File: config.mk
export PLATFORM = sky130hd
export DESIGN_NAME = lt24_pixel_writer_flat
export DESIGN_NICKNAME = d
export VERILOG_FILES = /design/src/rtl/lt24_pkg.sv /design/src/rtl/lt24_pixel_writer_if.sv /design/src/rtl/lt24_bus_word.sv /design/src/rtl/lt24_pixel_writer.sv /design/src/flat_wrapper.sv
export SDC_FILE = /design/constraint.sdc
export NUM_CORES = 1
export LEC_CHECK = 0
export BUFFER_PORTS_ARGS = -buffer_cell sky130_fd_sc_hd__buf_2
export CAP_MARGIN = 15
export CORE_ASPECT_RATIO = 0.8
export CORE_MARGIN = 5
export CORE_UTILIZATION = 55
export CTS_CLUSTER_SIZE = 40
export DETAILED_ROUTE_END_ITERATION = 10
export GPL_TIMING_DRIVEN = 0
export PLACE_DENSITY = 0.84
export REMOVE_ABC_BUFFERS = 1
export SKIP_LAST_GASP = 1
export SYNTH_ARGS = -nofsm -noshare
export SYNTH_HDL_FRONTEND = slang
export SYNTH_SLANG_ARGS = --single-unit
File: constraint.sdc
create_clock -name clock -period 5.3 [get_ports clock]
set_input_delay 0.53 -clock clock [delete_from_list [all_inputs] [get_ports clock]]
set_output_delay 0.53 -clock clock [all_outputs]
set_load 0.005 [all_outputs]
File: src/rtl/lt24_pkg.sv
// Shared definitions for the LT24 (ILI9341) pixel writer.
//   - ILI9341 command opcodes and init parameter bytes
//   - controller FSM state encoding
//   - init ROM entry layout and contents
package lt24_pkg;

    localparam logic [7:0] CMD_SWRESET = 8'h01;
    localparam logic [7:0] CMD_SLPOUT  = 8'h11;
    localparam logic [7:0] CMD_COLMOD  = 8'h3A;
    localparam logic [7:0] CMD_MADCTL  = 8'h36;
    localparam logic [7:0] CMD_DISPON  = 8'h29;
    localparam logic [7:0] CMD_CASET   = 8'h2A;
    localparam logic [7:0] CMD_PASET   = 8'h2B;
    localparam logic [7:0] CMD_RAMWR   = 8'h2C;

    localparam logic [7:0] PIXEL_FORMAT_565 = 8'h55;
    localparam logic [7:0] MADCTL_VALUE     = 8'h48;

    // ROM index of the sleep-out command; the long wait follows it
    localparam logic [2:0] INIT_SLPOUT_IDX = 3'd1;

    typedef enum logic [2:0] {
        RST_LOW,
        RST_WAIT,
        INIT_WORD,
        SLEEP_WAIT,
        IDLE,
        PIX_WORD
    } lt24_state_e;

    typedef struct packed {
        logic       last;     // end marker, no bus word
        logic       is_data;  // 1 = data word (RS=1)
        logic [7:0] value;
    } init_entry_t;

    function automatic init_entry_t init_rom(input logic [2:0] idx);
        case (idx)
            3'd0:    return '{1'b0, 1'b0, CMD_SWRESET};
            3'd1:    return '{1'b0, 1'b0, CMD_SLPOUT};
            3'd2:    return '{1'b0, 1'b0, CMD_COLMOD};
            3'd3:    return '{1'b0, 1'b1, PIXEL_FORMAT_565};
            3'd4:    return '{1'b0, 1'b0, CMD_MADCTL};
            3'd5:    return '{1'b0, 1'b1, MADCTL_VALUE};
            3'd6:    return '{1'b0, 1'b0, CMD_DISPON};
            default: return '{1'b1, 1'b0, 8'h00};
        endcase
    endfunction

endpackage

File: src/rtl/lt24_pixel_writer_if.sv
// Pixel write channel between the renderer and the LT24 writer.
//   xAddr/yAddr/pixelData/pixelWrite : request from the renderer
//   pixelReady                       : writer can accept a pixel this cycle
// master = renderer side, slave = writer side.
interface lt24_pixel_writer_if;
    logic [7:0]  xAddr;
    logic [8:0]  yAddr;
    logic [15:0] pixelData;
    logic        pixelWrite;
    logic        pixelReady;

    modport master (output xAddr, output yAddr, output pixelData,
                    output pixelWrite, input pixelReady);
    modport slave  (input xAddr, input yAddr, input pixelData,
                    input pixelWrite, output pixelReady);
endinterface

File: src/rtl/lt24_bus_word.sv
// One 8080-style write cycle on the LT24 bus.
//   start/isData/word : launch a word (accepted when idle or in the done cycle)
//   wr_n/rs/data      : registered bus pins; rs/data held until the next start
//   done              : high in the last high-phase cycle, so a chained start
//                       begins the next low phase with no idle gap
module lt24_bus_word #(
    parameter int WR_LOW_CYCLES  = 2,
    parameter int WR_HIGH_CYCLES = 2
) (
    input  logic        clock,
    input  logic        resetApp,
    input  logic        start,
    input  logic        isData,
    input  logic [15:0] word,
    output logic        wr_n,
    output logic        rs,
    output logic [15:0] data,
    output logic        done
);
    localparam logic [15:0] LOW_LAST  = 16'(WR_LOW_CYCLES - 1);
    localparam logic [15:0] HIGH_LAST = 16'(WR_HIGH_CYCLES - 1);

    logic        busy_q, busy_d;
    logic        low_q, low_d;
    logic [15:0] cnt_q, cnt_d;
    logic        wr_n_q, wr_n_d;
    logic        rs_q, rs_d;
    logic [15:0] data_q, data_d;

    always_comb begin
        busy_d = busy_q;
        low_d  = low_q;
        cnt_d  = cnt_q;
        wr_n_d = wr_n_q;
        rs_d   = rs_q;
        data_d = data_q;
        done   = busy_q && !low_q && (cnt_q == HIGH_LAST);

        if (start && (!busy_q || done)) begin
            busy_d = 1'b1;
            low_d  = 1'b1;
            cnt_d  = '0;
            wr_n_d = 1'b0;
            rs_d   = isData;
            data_d = word;
        end else if (busy_q) begin
            if (low_q) begin
                if (cnt_q == LOW_LAST) begin
                    low_d  = 1'b0;
                    cnt_d  = '0;
                    wr_n_d = 1'b1;
                end else begin
                    cnt_d = cnt_q + 16'd1;
                end
            end else if (done) begin
                busy_d = 1'b0;
            end else begin
                cnt_d = cnt_q + 16'd1;
            end
        end
    end

    always_ff @(posedge clock or posedge resetApp) begin
        if (resetApp) begin
            busy_q <= 1'b0;
            low_q  <= 1'b0;
            cnt_q  <= '0;
            wr_n_q <= 1'b1;
            rs_q   <= 1'b1;
            data_q <= '0;
        end else begin
            busy_q <= busy_d;
            low_q  <= low_d;
            cnt_q  <= cnt_d;
            wr_n_q <= wr_n_d;
            rs_q   <= rs_d;
            data_q <= data_d;
        end
    end

    assign wr_n = wr_n_q;
    assign rs   = rs_q;
    assign data = data_q;
endmodule

File: src/rtl/lt24_pixel_writer.sv
// LT24 pixel writer: runs the ILI9341 power-up sequence, then turns each
// accepted pixel into bus words. The column/page window is re-sent only when
// the pixel is not the raster successor of the previous one.
//   clock, resetApp     : clock and async active-high reset
//   pix (slave)         : renderer pixel channel with pixelReady backpressure
//   initDone            : init complete, sticky until reset
//   LT24*               : panel bus, reset and backlight pins
module lt24_pixel_writer
    import lt24_pkg::*;
#(
    parameter int LCD_WIDTH        = 240,
    parameter int LCD_HEIGHT       = 320,
    parameter int WR_LOW_CYCLES    = 2,
    parameter int WR_HIGH_CYCLES   = 2,
    parameter int RESET_LOW_CYCLES = 500000,
    parameter int INIT_WAIT_CYCLES = 6000000,
    parameter int DELAY_WIDTH      = 24
) (
    input  logic               clock,
    input  logic               resetApp,
    lt24_pixel_writer_if.slave pix,
    output logic               initDone,
    output logic               LT24Wr_n,
    output logic               LT24Rd_n,
    output logic               LT24CS_n,
    output logic               LT24RS,
    output logic               LT24Reset_n,
    output logic [15:0]        LT24Data,
    output logic               LT24LCDOn
);
    localparam logic [7:0] X_LAST = 8'(LCD_WIDTH - 1);
    localparam logic [8:0] Y_LAST = 9'(LCD_HEIGHT - 1);
    localparam logic [DELAY_WIDTH-1:0] RST_LAST  = DELAY_WIDTH'(RESET_LOW_CYCLES - 1);
    localparam logic [DELAY_WIDTH-1:0] WAIT_LAST = DELAY_WIDTH'(INIT_WAIT_CYCLES - 1);
    // Resync is words 0..11; the fast path starts directly at the pixel word
    localparam logic [3:0] PIX_DATA_IDX = 4'd11;

    lt24_state_e            state_q, state_d;
    logic [DELAY_WIDTH-1:0] delay_q, delay_d;
    logic [2:0]             rom_idx_q, rom_idx_d;
    logic [3:0]             pix_idx_q, pix_idx_d;
    logic [7:0]             x_q, x_d, ex_q, ex_d;
    logic [8:0]             y_q, y_d, ey_q, ey_d;
    logic [15:0]            pd_q, pd_d;
    logic                   win_valid_q, win_valid_d;
    logic                   init_done_q, init_done_d;
    logic                   cs_n_q, cs_n_d;
    logic                   reset_n_q, reset_n_d;
    logic                   lcd_on_q, lcd_on_d;

    logic        bus_start, bus_is_data, bus_done;
    logic [15:0] bus_word;
    logic        pixel_ready, in_range, fast, x_last;
    logic [3:0]  first_idx;
    init_entry_t rom_cur, rom_next;
    logic [16:0] pw_next;

    // {rs, word} of resync/pixel word idx
    function automatic logic [16:0] pix_word(input logic [3:0] idx, input logic [7:0] x,
                                             input logic [8:0] y, input logic [15:0] d);
        case (idx)
            4'd0:    return {1'b0, 8'h00, CMD_CASET};
            4'd1:    return {1'b1, 16'h0000};
            4'd2:    return {1'b1, 8'h00, x};
            4'd3:    return {1'b1, 16'h0000};
            4'd4:    return {1'b1, 8'h00, X_LAST};
            4'd5:    return {1'b0, 8'h00, CMD_PASET};
            4'd6:    return {1'b1, 15'h0000, y[8]};
            4'd7:    return {1'b1, 8'h00, y[7:0]};
            4'd8:    return {1'b1, 15'h0000, Y_LAST[8]};
            4'd9:    return {1'b1, 8'h00, Y_LAST[7:0]};
            4'd10:   return {1'b0, 8'h00, CMD_RAMWR};
            default: return {1'b1, d};
        endcase
    endfunction

    assign pixel_ready = (state_q == IDLE) && init_done_q;
    assign in_range    = (int'(pix.xAddr) < LCD_WIDTH) && (int'(pix.yAddr) < LCD_HEIGHT);
    assign fast        = win_valid_q && (pix.xAddr == ex_q) && (pix.yAddr == ey_q);
    assign x_last      = (pix.xAddr == X_LAST);
    assign first_idx   = fast ? PIX_DATA_IDX : 4'd0;
    assign rom_cur     = init_rom(rom_idx_q);
    assign rom_next    = init_rom(rom_idx_q + 3'd1);
    assign pw_next     = pix_word(pix_idx_q + 4'd1, x_q, y_q, pd_q);

    always_comb begin
        state_d     = state_q;
        delay_d     = delay_q;
        rom_idx_d   = rom_idx_q;
        pix_idx_d   = pix_idx_q;
        x_d         = x_q;
        y_d         = y_q;
        pd_d        = pd_q;
        ex_d        = ex_q;
        ey_d        = ey_q;
        win_valid_d = win_valid_q;
        init_done_d = init_done_q;
        cs_n_d      = cs_n_q;
        reset_n_d   = reset_n_q;
        lcd_on_d    = lcd_on_q;
        bus_start   = 1'b0;
        bus_is_data = 1'b0;
        bus_word    = '0;

        case (state_q)
            RST_LOW: begin
                if (delay_q == RST_LAST) begin
                    delay_d   = '0;
                    reset_n_d = 1'b1;
                    lcd_on_d  = 1'b1;
                    state_d   = RST_WAIT;
                end else begin
                    delay_d = delay_q + 1'b1;
                end
            end
            RST_WAIT, SLEEP_WAIT: begin
                // Both waits end by launching the ROM word at rom_idx_q
                if (delay_q == WAIT_LAST) begin
                    delay_d     = '0;
                    bus_start   = 1'b1;
                    bus_is_data = rom_cur.is_data;
                    bus_word    = {8'h00, rom_cur.value};
                    cs_n_d      = 1'b0;
                    state_d     = INIT_WORD;
                end else begin
                    delay_d = delay_q + 1'b1;
                end
            end
            INIT_WORD: begin
                if (bus_done) begin
                    rom_idx_d = rom_idx_q + 3'd1;
                    if (rom_idx_q == INIT_SLPOUT_IDX) begin
                        state_d = SLEEP_WAIT;
                    end else if (rom_next.last) begin
                        init_done_d = 1'b1;
                        cs_n_d      = 1'b1;
                        state_d     = IDLE;
                    end else begin
                        bus_start   = 1'b1;
                        bus_is_data = rom_next.is_data;
                        bus_word    = {8'h00, rom_next.value};
                    end
                end
            end
            IDLE: begin
                if (pix.pixelWrite && pixel_ready) begin
                    x_d  = pix.xAddr;
                    y_d  = pix.yAddr;
                    pd_d = pix.pixelData;
                    ex_d = x_last ? 8'd0 : pix.xAddr + 8'd1;
                    ey_d = !x_last ? pix.yAddr :
                           (pix.yAddr == Y_LAST) ? 9'd0 : pix.yAddr + 9'd1;
                    if (!in_range) begin
                        win_valid_d = 1'b0;
                    end else begin
                        // First word launches on the accept edge from the live inputs
                        pix_idx_d = first_idx;
                        {bus_is_data, bus_word} =
                            pix_word(first_idx, pix.xAddr, pix.yAddr, pix.pixelData);
                        bus_start = 1'b1;
                        cs_n_d    = 1'b0;
                        state_d   = PIX_WORD;
                    end
                end
            end
            PIX_WORD: begin
                if (bus_done) begin
                    if (pix_idx_q == PIX_DATA_IDX) begin
                        win_valid_d = 1'b1;
                        cs_n_d      = 1'b1;
                        state_d     = IDLE;
                    end else begin
                        pix_idx_d   = pix_idx_q + 4'd1;
                        bus_start   = 1'b1;
                        bus_is_data = pw_next[16];
                        bus_word    = pw_next[15:0];
                    end
                end
            end
            default: state_d = RST_LOW;
        endcase
    end

    always_ff @(posedge clock or posedge resetApp) begin
        if (resetApp) begin
            state_q     <= RST_LOW;
            delay_q     <= '0;
            rom_idx_q   <= '0;
            pix_idx_q   <= '0;
            x_q         <= '0;
            y_q         <= '0;
            pd_q        <= '0;
            ex_q        <= '0;
            ey_q        <= '0;
            win_valid_q <= 1'b0;
            init_done_q <= 1'b0;
            cs_n_q      <= 1'b1;
            reset_n_q   <= 1'b0;
            lcd_on_q    <= 1'b0;
        end else begin
            state_q     <= state_d;
            delay_q     <= delay_d;
            rom_idx_q   <= rom_idx_d;
            pix_idx_q   <= pix_idx_d;
            x_q         <= x_d;
            y_q         <= y_d;
            pd_q        <= pd_d;
            ex_q        <= ex_d;
            ey_q        <= ey_d;
            win_valid_q <= win_valid_d;
            init_done_q <= init_done_d;
            cs_n_q      <= cs_n_d;
            reset_n_q   <= reset_n_d;
            lcd_on_q    <= lcd_on_d;
        end
    end

    lt24_bus_word #(
        .WR_LOW_CYCLES (WR_LOW_CYCLES),
        .WR_HIGH_CYCLES(WR_HIGH_CYCLES)
    ) u_bus_word (
        .clock   (clock),
        .resetApp(resetApp),
        .start   (bus_start),
        .isData  (bus_is_data),
        .word    (bus_word),
        .wr_n    (LT24Wr_n),
        .rs      (LT24RS),
        .data    (LT24Data),
        .done    (bus_done)
    );

    assign pix.pixelReady = pixel_ready;
    assign initDone       = init_done_q;
    assign LT24Rd_n       = 1'b1;
    assign LT24CS_n       = cs_n_q;
    assign LT24Reset_n    = reset_n_q;
    assign LT24LCDOn      = lcd_on_q;
endmodule

File: src/flat_wrapper.sv
// flat-port wrapper written by rule: the top's interface ports become plain ports
module lt24_pixel_writer_flat import lt24_pkg::*;
#(
    parameter int LCD_WIDTH        = 240,
    parameter int LCD_HEIGHT       = 320,
    parameter int WR_LOW_CYCLES    = 2,
    parameter int WR_HIGH_CYCLES   = 2,
    parameter int RESET_LOW_CYCLES = 500000,
    parameter int INIT_WAIT_CYCLES = 6000000,
    parameter int DELAY_WIDTH      = 24
)
  (clock, resetApp, initDone, LT24Wr_n, LT24Rd_n, LT24CS_n, LT24RS, LT24Reset_n, LT24Data, LT24LCDOn, pix_xAddr, pix_yAddr, pix_pixelData, pix_pixelWrite, pix_pixelReady);
  lt24_pixel_writer_if pix_i ();
  input  logic clock;
  input  logic resetApp;
  output logic initDone;
  output logic LT24Wr_n;
  output logic LT24Rd_n;
  output logic LT24CS_n;
  output logic LT24RS;
  output logic LT24Reset_n;
  output logic [15:0] LT24Data;
  output logic LT24LCDOn;
  input wire logic [$bits(pix_i.xAddr)-1:0] pix_xAddr;
  input wire logic [$bits(pix_i.yAddr)-1:0] pix_yAddr;
  input wire logic [$bits(pix_i.pixelData)-1:0] pix_pixelData;
  input wire logic [$bits(pix_i.pixelWrite)-1:0] pix_pixelWrite;
  output wire logic [$bits(pix_i.pixelReady)-1:0] pix_pixelReady;
  assign pix_i.xAddr = pix_xAddr;
  assign pix_i.yAddr = pix_yAddr;
  assign pix_i.pixelData = pix_pixelData;
  assign pix_i.pixelWrite = pix_pixelWrite;
  assign pix_pixelReady = pix_i.pixelReady;
  lt24_pixel_writer #(.LCD_WIDTH(LCD_WIDTH), .LCD_HEIGHT(LCD_HEIGHT), .WR_LOW_CYCLES(WR_LOW_CYCLES), .WR_HIGH_CYCLES(WR_HIGH_CYCLES), .RESET_LOW_CYCLES(RESET_LOW_CYCLES), .INIT_WAIT_CYCLES(INIT_WAIT_CYCLES), .DELAY_WIDTH(DELAY_WIDTH)) u_core (.clock(clock), .resetApp(resetApp), .pix(pix_i), .initDone(initDone), .LT24Wr_n(LT24Wr_n), .LT24Rd_n(LT24Rd_n), .LT24CS_n(LT24CS_n), .LT24RS(LT24RS), .LT24Reset_n(LT24Reset_n), .LT24Data(LT24Data), .LT24LCDOn(LT24LCDOn));
endmodule
==> results.cfg, run 1 <==
[status]
status = complete, no violations

[clocking]
cts_tree = yes
clock_path_buffers = 2
postCtsHoldBufs = 0
clock_sinks = 124
clock_latency_ns = 0.41
clockRootBuffer = clkbuf_16
cts_resized = 0
htree_levels = 4
post-cts-setup-buffers = 0
cts-buffers-inserted = 17
path_clk_slew_ns = 0.05

[yosys]
netlist_instances = 785
synthSimpleGateAreaFrac_pct = 21.6
ys.flop_type = dfrtp_1
yosysWarningCount = 0
syn_avg_cell_area_um2 = 9.54
synth_top_family_by_area = simple AND/OR/NAND/NOR gates
ys_ff_latch = 124
yosysSeqAreaShare_pct = 41.5
synth_fa_ha_area_share_pct = 3.01
synth.area.mux_share_pct = 7.24
synth_edf_count = 0
synth_xor_area_share_pct = 6.30
synthArstFlopShare_pct = 100
synth_cell_types = 84
synth_compound_area_share_pct = 16.1
syn_area_um2 = 7490

[power_and_ir_drop]
ir_worst_vdd_mv = 0.225
seqPwrFrac_pct = 44.8
p_leak_nw = 3.75
pwr-share-comb_pct = 3.5
p_int_mw = 1.65
switchingPower_uw = 467
switching_share_pct = 22.0
total_power_mw = 2.12
clockPowerShare_pct = 51.8
p_per_area_nw_per_um2 = 252

[floorplan]
num_rows = 38
start_util_pct = 55.6
die-area_um2 = 16100
die_x_um = 140
core_um2 = 13500
num_io_pins = 60
die_h_um = 114

[critical_path]
worstSetupEndpointType = register
critPathMaxFanout = 19
crit_type = register to register
arrival_ns = 3.93
cp-start-kind = register
required_ns = 5.59
ff2ff_path_depth = 8

[sta]
max_slew_margin_pct = 31.6
finalMaxSlewViolations = 0
timing.final.crit_share_pct = 68.7
fin_ws_ns = 1.66
tns_ns = 0
worstMarginPinSlew_ns = 1.01
grt_setup_unrepaired = false
period_needed_ns = 3.64
finClkSkew_ns = 0.00835
fmax_ghz = 0.275
hold_viol = 0
setup-violations-final = 0

[global_route]
grt-ovfl-total = 0
track_usage_pct = 22.8
antenna_found_initial = 0
grt_pass1_vias = 5829
grt_first_pass_wirelength_um = 29800
grt_start_max_net_pins = 64

[detailed_routing]
wl_per_cell_um = 17.8
first_pass_iters = 5
ant_nets = 0
num_vias = 6212
wirelength_um = 17900
first_iter_violations = 625
drc = 0
vias_per_cell = 6.16

[layout]
num-fill-cells = 1051
mostFrequentLayoutCells = dfrtp_1 (121), nand2_1 (72), buf_2 (58)
final_common_cell = dfrtp_1
multiInputGateArea_um2 = 4070
fin_nets = 871
diodes = 0
post-route-util_pct = 62.4
syn2layout_area_growth_pct = 12.1
seq_area_um2 = 3110
drive_above_1_share_pct = 20.0

[worst_hold_path]
holdCritPathClass = primary input to asynchronous set/reset pin

[placement]
hpwl_um = 12600
gp_congestion = 0.849
place_ws_ns = 1.77
numPortBuffers = 58

[flow_run]
maxCapViolations = 0
## state kept, by name, summed over array words and instances, names as in the netlist, 3 cells and up
register	cells
u_core.delay_q	24
u_core.ex_q	8
u_core.pix_idx_q	4
u_core.state_q	3
u_core.rom_idx_q	3
u_core.ey_q	9
u_core.x_q	8
u_core.u_bus_word.data	16
u_core.pd_q	16
u_core.y_q	9
u_core.u_bus_word.cnt_q	16
## power by group through the flow
stage	clock [mW]	combinational, mW	sequential [mW]
final	1.10	0.0732	0.947
after global placement	0	0.0684	0.964
after CTS	1.12	0.0740	0.947
after global routing	1.16	0.0828	0.947
after detailed placement	0	0.0731	0.964
after floorplan	0	0.0331	0.964
## metrics by stage
stage | hold WS [ns] | cells | cell area [um2]
6_report | 0.187 | 1009 | 8400
5_1_grt | 0.230 | 1009 | 8400
4_1_cts | 0.197 | 1009 | 8400
3_5_place_dp | 0.471 | 978 | 7830
3_3_place_gp | 0.463 | 975 | 7770
2_1_floorplan | 0.447 | 737 | 7250
## per-layer routing
layer | GRT usage [%] | part of all wire [%] | vias to the layer above
met2 | 33.5 | 44 | 230
met1 | 34.3 | 47 | 3024
met5 | 0 | 0 | -
met3 | 4.18 | 7.6 | 25
li1 | - | - | 2933
met4 | 6.84 | 1.4 | 0
## worst paths after layout
| check | slack [ns] | startpoint | end |
|---|---|---|---|
| max | 1.66 | u_core.rom_idx_q[2]$_DFFE_PP0P_ | u_core.u_bus_word.data[13]$_DFFE_PP0N_ |
| min | 0.19 | resetApp | u_core.u_bus_word.cnt_q[15]$_DFFE_PP0P_ |
| max reg2reg | 1.66 | u_core.rom_idx_q[2]$_DFFE_PP0P_ | u_core.u_bus_word.data[13]$_DFFE_PP0N_ |
| min reg2reg | 0.48 | u_core.delay_q[23]$_DFFE_PP0P_ | u_core.delay_q[23]$_DFFE_PP0P_ |
| max in group asynchronous | 4.38 | resetApp | u_core.pd_q[2]$_DFFE_PP0P_ |
| min in group clock | 0.37 | pix_pixelData[11] | u_core.pd_q[11]$_DFFE_PP0P_ |
## Yosys cell counts, drive strengths merged (8+ instances only)
cell type | number | area share (%)
xnor2 | 22 | 2.7
nor2 | 54 | 2.7
o21ai | 32 | 2.1
a21o | 8 | 0.80
nand3 | 43 | 2.9
and3 | 13 | 1.1
a21oi | 32 | 2.3
a31oi | 14 | 1.2
ha | 18 | 3.0
buf | 14 | 1.4
a22o | 10 | 1.2
mux2 | 43 | 7.0
nand2b | 8 | 0.70
nand4 | 12 | 1.0
inv | 21 | 1.1
nor3 | 34 | 2.3
dfrtp | 121 | 40
xor2 | 31 | 3.6
clkbuf | 34 | 1.7
nand2 | 73 | 3.7
nor4 | 16 | 1.8
## worst max-delay path: stages, from the launching register on
cell and delay [ns]:
dfrtp_1 0.58, inv_1 0.22, ha_1 0.35, or3b_2 0.47
a21oi_1 0.32, o31ai_1 0.13, and4_1 0.34, or2_1 0.65
mux2_4 0.45
## final cells by class
cell class	instances	area share (%)
Tap cell	180	2.68
Inverter	21	0.999
Clock inverter	9	1.06
Multi-Input combinational cell	592	48.5
Timing Repair Buffer	61	4.11
Sequential cell	124	37.0
Clock buffer	22	5.65
## cells by family (layout without fill, tap and decap cells)
kind of cell	after synthesis	after routing
AND/OR/NAND/NOR	306	306
buffers and inverters	69	113
other	1	1
XOR/XNOR	53	53
AO/OA/AOI/OAI	169	169
adder cells (fa/ha/maj)	18	18
flip-flops	124	124
multiplexers	45	45
Power figures use the tool's default switching activity.
==> inputs of run 2 (changes only) <==
PLACE_DENSITY = 0.87   (was 0.84)
clock period = 3.2 ns   (was 5.3 ns; I/O delays follow)
==> results.cfg, run 2 (synthesized netlist as in run 1, its figures left out) <==
[sta]
timing.final.crit_share_pct = 96.8
fin_hold_ws_ns = 0.148
hold_viol = 0
max_slew_margin_pct = 30.1
period_needed_ns = 3.10
tns_ns = 0
fmax_ghz = 0.323
finalMaxSlewViolations = 0
finClkSkew_ns = 0.00823
setup-violations-final = 0
worstMarginPinSlew_ns = 1.03

[detailed_routing]
wirelength_um = 18300
ant_nets = 0
vias_per_cell = 6.30
dr_wl_met3_um = 1650
first_pass_iters = 5
first_iter_violations = 719
drc = 0
num_vias = 6365
routed.top_layer = met4
wl_met1_um = 8260
wl_per_cell_um = 18.1
met2_wirelength_um = 8040

[placement]
hpwl_um = 12700
gp_congestion = 0.886
numPortBuffers = 58

[clocking]
path_clk_slew_ns = 0.06
clock_latency_ns = 0.43
htree_levels = 4
post-cts-setup-buffers = 0
clockRootBuffer = clkbuf_16
clock_sinks = 124
clock_path_buffers = 2
cts_tree = yes
cts-buffers-inserted = 17

[floorplan]
num_rows = 38
die-area_um2 = 16100
die_x_um = 140
start_util_pct = 55.6
die_h_um = 114
core_um2 = 13500
num_io_pins = 60

[layout]
drive_above_1_share_pct = 20.7
syn2layout_area_growth_pct = 13.0
diodes = 0
final_common_cell = dfrtp_1
fin_nets = 872
largest_reg_flops = 24
top_register = u_core.delay_q
mostFrequentLayoutCells = dfrtp_1 (120), nand2_1 (72), buf_2 (58)
num-fill-cells = 1060

[critical_path]
r2r_start = u_core.rom_idx_q[2]$_DFFE_PP0P_
required_ns = 3.51
worstSetupEndpointType = register
reg2reg_setup_slack_ns = 0.10
cp-start-kind = register
critPathMaxFanout = 19
crit_type = register to register
arrival_ns = 3.41
critPathLaunch = u_core.rom_idx_q[2]$_DFFE_PP0P_

[power_and_ir_drop]
ir_worst_vdd_mv = 0.384
switchingPower_uw = 804
pwr-share-comb_pct = 3.3
p_per_area_nw_per_um2 = 434
p_leak_nw = 3.78
p_int_mw = 2.87
clockPowerShare_pct = 54.0
seqPwrFrac_pct = 42.7
switching_share_pct = 21.9

[global_route]
antenna_found_initial = 0
grt-ovfl-total = 0
grt_start_max_net_pins = 64
grt_pass1_vias = 6000
track_usage_pct = 23.6
grt_first_pass_wirelength_um = 30500

[flow_run]
maxCapViolations = 0

[status]
status = complete, no violations

[worst_hold_path]
holdCritPathClass = primary input to register
holdCritStartpoint = pix_pixelData[10]
[run 2: timing repair]
item	CTS	global route
endpoints found under the hold margin	16	0
gates resized for setup	5	2
endpoints found under the setup margin	32	13
hold buffers	1	0
pin swaps	0	1
[run 2: worst max-delay path, cell delays in order (launching register included)]
cell and delay (ns):
dfrtp_2 0.50, inv_1 0.18, ha_1 0.33, or3b_2 0.48
a21oi_2 0.24, o31ai_1 0.14, and4_2 0.35, or2_4 0.40
mux2_4 0.34
[run 2: cell type report]
class | count | area (um2) | share of cell area [%]
multi-input cells | 592 | 4090 | 48.3
flip-flops and latches | 124 | 3110 | 36.7
clock buffers | 21 | 460 | 5.44
repair buffers | 62 | 355 | 4.20
well taps | 180 | 225 | 2.66
clock inverters | 10 | 139 | 1.64
inverters | 21 | 83.8 | 0.991
[run 2: worst paths after layout]
| check | cells past startpoint | endpoint |
|---|---|---|
| max in group asynchronous | 4 | u_core.u_bus_word.data[1]$_DFFE_PP0N_ |
| worst max-delay path | 8 | u_core.u_bus_word.data[10]$_DFFE_PP0N_ |
| worst min-delay path | 2 | u_core.pd_q[10]$_DFFE_PP0P_ |
| worst max register to register | 8 | u_core.u_bus_word.data[10]$_DFFE_PP0N_ |
| min in group asynchronous | 3 | u_core.u_bus_word.cnt_q[5]$_DFFE_PP0P_ |
| worst min register to register | 1 | u_core.delay_q[23]$_DFFE_PP0P_ |
[run 2: layer usage]
metal | global-route usage (%) | vias to the layer above
li1 | - | 2931
met5 | 0 | -
met1 | 33.9 | 3084
met3 | 5.93 | 45
met4 | 7.75 | 0
met2 | 35.4 | 305
[run 2: power groups by stage]
stage | combinational [mW] | sequential, mW | clock [mW]
floorplan | 0.0548 | 1.60 | 0
detailed placement | 0.121 | 1.60 | 0
global route | 0.138 | 1.57 | 2.08
global placement | 0.113 | 1.60 | 0
finish | 0.122 | 1.57 | 1.98
CTS | 0.123 | 1.57 | 2.00
[run 2: through the flow]
| stage | setup slack [ns] | instances | utilization (%) | instance area, um2 | power, mW |
|---|---|---|---|---|---|
| 2_1_floorplan | -0.414 | 737 | - | 7250 | 1.65 |
| 4_1_cts | 0.0594 | 1010 | 62.8 | 8450 | 3.69 |
| 6_report | 0.102 | 1010 | 62.9 | 8460 | 3.67 |
| 3_3_place_gp | -1.80 | 975 | 57.7 | 7770 | 1.71 |
| 5_1_grt | -0.00671 | 1010 | 62.9 | 8460 | 3.78 |
| 3_5_place_dp | -0.339 | 978 | 58.2 | 7830 | 1.72 |
==> inputs of run 3 (changes only) <==
SYNTH_HIERARCHICAL = 1   (was not set)
==> results.cfg, run 3 <==
[status]
status = finished with violations
violations = hold timing

[sta]
timing.final.crit_share_pct = 97.1
max_slew_margin_pct = 44.5
finalMaxSlewViolations = 0
fin_hold_ws_ns = -0.0234
finClkSkew_ns = 0.00904
period_needed_ns = 3.11
fmax_ghz = 0.322
setup-violations-final = 0
worstMarginPinSlew_ns = 0.823
hold_viol = 10
grt_setup_unrepaired = false

[detailed_routing]
drc = 0
first_pass_iters = 6
wirelength_um = 19300
wl_per_cell_um = 18.2
first_iter_violations = 829
ant_nets = 0
num_vias = 6591
vias_per_cell = 6.22

[layout]
fin_nets = 920
diodes = 0
drive_above_1_share_pct = 16.8
top_register = u_core/delay_q
largest_reg_flops = 24
final_common_cell = nand2_1
syn2layout_area_growth_pct = 15.4
design_area_um2 = 8580
mostFrequentLayoutCells = nand2_1 (151), dfrtp_1 (121), buf_2 (58)
num-fill-cells = 1083
final_cells = 1060

[flow_run]
maxCapViolations = 0

[critical_path]
critPathLaunch = u_core/pix_idx_q[0]$_DFFE_PP0P_
arrival_ns = 3.41
crit_chain = inv_1 > ha_1 > or3_1 > a211oi_2 > a211oi_4 > o21ai_0 > a21oi_1 > or3b_1 > mux2_4
reg2reg_setup_slack_ns = 0.09
critPathMaxFanout = 11
cp-start-kind = register
reg2reg_to = u_core/u_bus_word/data[6]$_DFFE_PP0N_
crit_type = register to register
worstSetupEndpointType = register
ff2ff_path_depth = 9
slowest_stage = dfrtp_1
r2r_start = u_core/pix_idx_q[0]$_DFFE_PP0P_
crit_end = u_core/u_bus_word/data[6]$_DFFE_PP0N_
required_ns = 3.50
crit_path_max_incr_delay_ns = 0.57

[yosys]
synth_area_leaders = dfrtp_1 (41%), nand2_1 (7.7%), xnor2_1 (4.0%)
syn_avg_cell_area_um2 = 9.01
synth_area_leader_cell = dfrtp_1
yosysWarningCount = 6
synth_edf_count = 0
yosysSeqAreaShare_pct = 41.8
syn_area_um2 = 7440
synth_common_cells = nand2_1 (152), dfrtp_1 (121), o21ai_0 (52)
ys_ff_latch = 124
synth_cell_types = 85
netlist_instances = 825
netlist.area_leader.share_pct = 40.7
synth_most_common_cell = nand2_1
synthArstFlopShare_pct = 100
ys.flop_type = dfrtp_1

[power_and_ir_drop]
p_per_area_nw_per_um2 = 457
seqPwrFrac_pct = 40.0
switching_share_pct = 21.1
ir_worst_vdd_mv = 0.402
switchingPower_uw = 828
p_leak_nw = 4.06
clockPowerShare_pct = 56.9
pwr-share-comb_pct = 3.1
p_int_mw = 3.09
total_power_mw = 3.92

[floorplan]
num_io_pins = 60
die_h_um = 114
core_um2 = 13400
start_util_pct = 55.5
num_rows = 38
die_x_um = 140
die-area_um2 = 16000

[placement]
placed_area_um2 = 7860
hpwl_um = 13100
gp_congestion = 0.954
numPortBuffers = 58
place_inst = 1027

[clocking]
clockRootBuffer = clkbuf_16
clock_latency_ns = 0.42
cts-buffers-inserted = 17
postCtsHoldBufs = 0
clock_path_buffers = 2
path_clk_slew_ns = 0.06
htree_levels = 4
clock_sinks = 124
cts_tree = yes

[global_route]
grt-ovfl-total = 0
grt_start_max_net_pins = 48
antenna_found_initial = 0
track_usage_pct = 25.0
grt_first_pass_wirelength_um = 32700
grt_pass1_vias = 6491

[worst_hold_path]
holdCritPathClass = primary input to asynchronous set/reset pin
==> run 3: cell types whose count changed after synthesis, sizes merged, moves of 8 or more <==
cell	previous run	this run
nor3	34	19
xor2	31	18
xnor2	22	35
nand2	73	153
o21ai	32	52
nand3	43	34
clkbuf	34	23
a31oi	14	6
mux2	43	20
inv	21	31
or4	1	9
nor4	16	7
==> run 3: final cells by class <==
cell class                      instances  area, um2  share of cell area (%)
Clock buffer                           18        439                    5.12
Timing Repair Buffer                   65        415                    4.84
Inverter                               31        119                    1.39
Sequential cell                       124       3110                    36.2
Clock inverter                         14        243                    2.83
Multi-Input combinational cell        628       4030                    47.0
Tap cell                              180        225                    2.62
==> run 3: power by group through the flow <==
stage	Sequential (mW)	Combinational (mW)	Clock (mW)
floorplan	1.60	0.0547	0
global placement	1.60	0.111	0
detailed placement	1.60	0.121	0
global route	1.57	0.137	2.32
finish	1.57	0.122	2.23
CTS	1.57	0.123	2.24
==> run 3: repair_timing <==
item                       in CTS  in global routing
pin swaps                       0                  1
buffers inserted                0                  1
setup endpoints to repair      11                 23
gates resized for setup         3                  7
==> run 3: critical path, delay by kind of cell, from the launching register on <==
family | cells | cell delay (ns)
AND/OR/NAND/NOR | 2 | 0.88
AO/OA/AOI/OAI | 4 | 0.77
flip-flops | 1 | 0.57
adder cells (fa/ha/maj) | 1 | 0.35
multiplexers | 1 | 0.29
buffers and inverters | 1 | 0.12
==> run 3: cell families (layout without fill, tap and decap cells) <==
group | after synthesis | in the layout | synth area share [%]
AO/OA/AOI/OAI | 184 | 184 | 17.3
XOR/XNOR | 53 | 53 | 6.34
adder cells (fa/ha/maj) | 17 | 17 | 2.86
buffers and inverters | 73 | 128 | 4.49
flip-flops | 124 | 124 | 41.8
multiplexers | 21 | 21 | 3.67
other | 1 | 1 | 0.0504
AND/OR/NAND/NOR | 352 | 352 | 23.5
==> run 3: stage by stage <==
stage / util (%) / setup TNS, ns / setup WS, ns / hold slack (ns)
after floorplan: - / 0 / 0.405 / 0.421
after detailed placement: 58.6 / -0.103 / -0.0678 / 0.439
after CTS: 63.8 / -0.0389 / -0.0210 / 0.00447
after global placement: 57.7 / -57.55 / -0.545 / 0.454
after global routing: 64.0 / 0 / 0.0143 / 0.0400
final: 64.0 / 0 / 0.0929 / -0.0234
==> run 3: worst min path at each step <==
stage / from / to / slack [ns]
after global placement: u_core/pd_q[2]$_DFFE_PP0P_ / u_core/pd_q[2]$_DFFE_PP0P_ / 0.45
after floorplan: pix_xAddr[0] / u_core/ex_q[0]$_DFFE_PP0P_ / 0.42
after global routing: resetApp / u_core/rom_idx_q[0]$_DFFE_PP0P_ / 0.04
after detailed placement: resetApp / u_core/rom_idx_q[0]$_DFFE_PP0P_ / 0.44
final: resetApp / u_core/rom_idx_q[0]$_DFFE_PP0P_ / -0.02
after CTS: resetApp / u_core/rom_idx_q[1]$_DFFE_PP0P_ / 0.004
==> run 3: routing by layer <==
layer | share of wire (%) | GRT usage [%] | wire [um] | vias to the layer above
li1 | - | - | - | 3036
met1 | 44 | 34.7 | 8500 | 3195
met2 | 47 | 40.4 | 9010 | 324
met3 | 7.8 | 4.11 | 1510 | 36
met4 | 1.6 | 7.94 | 307 | 0
met5 | 0 | 0 | 0 | -
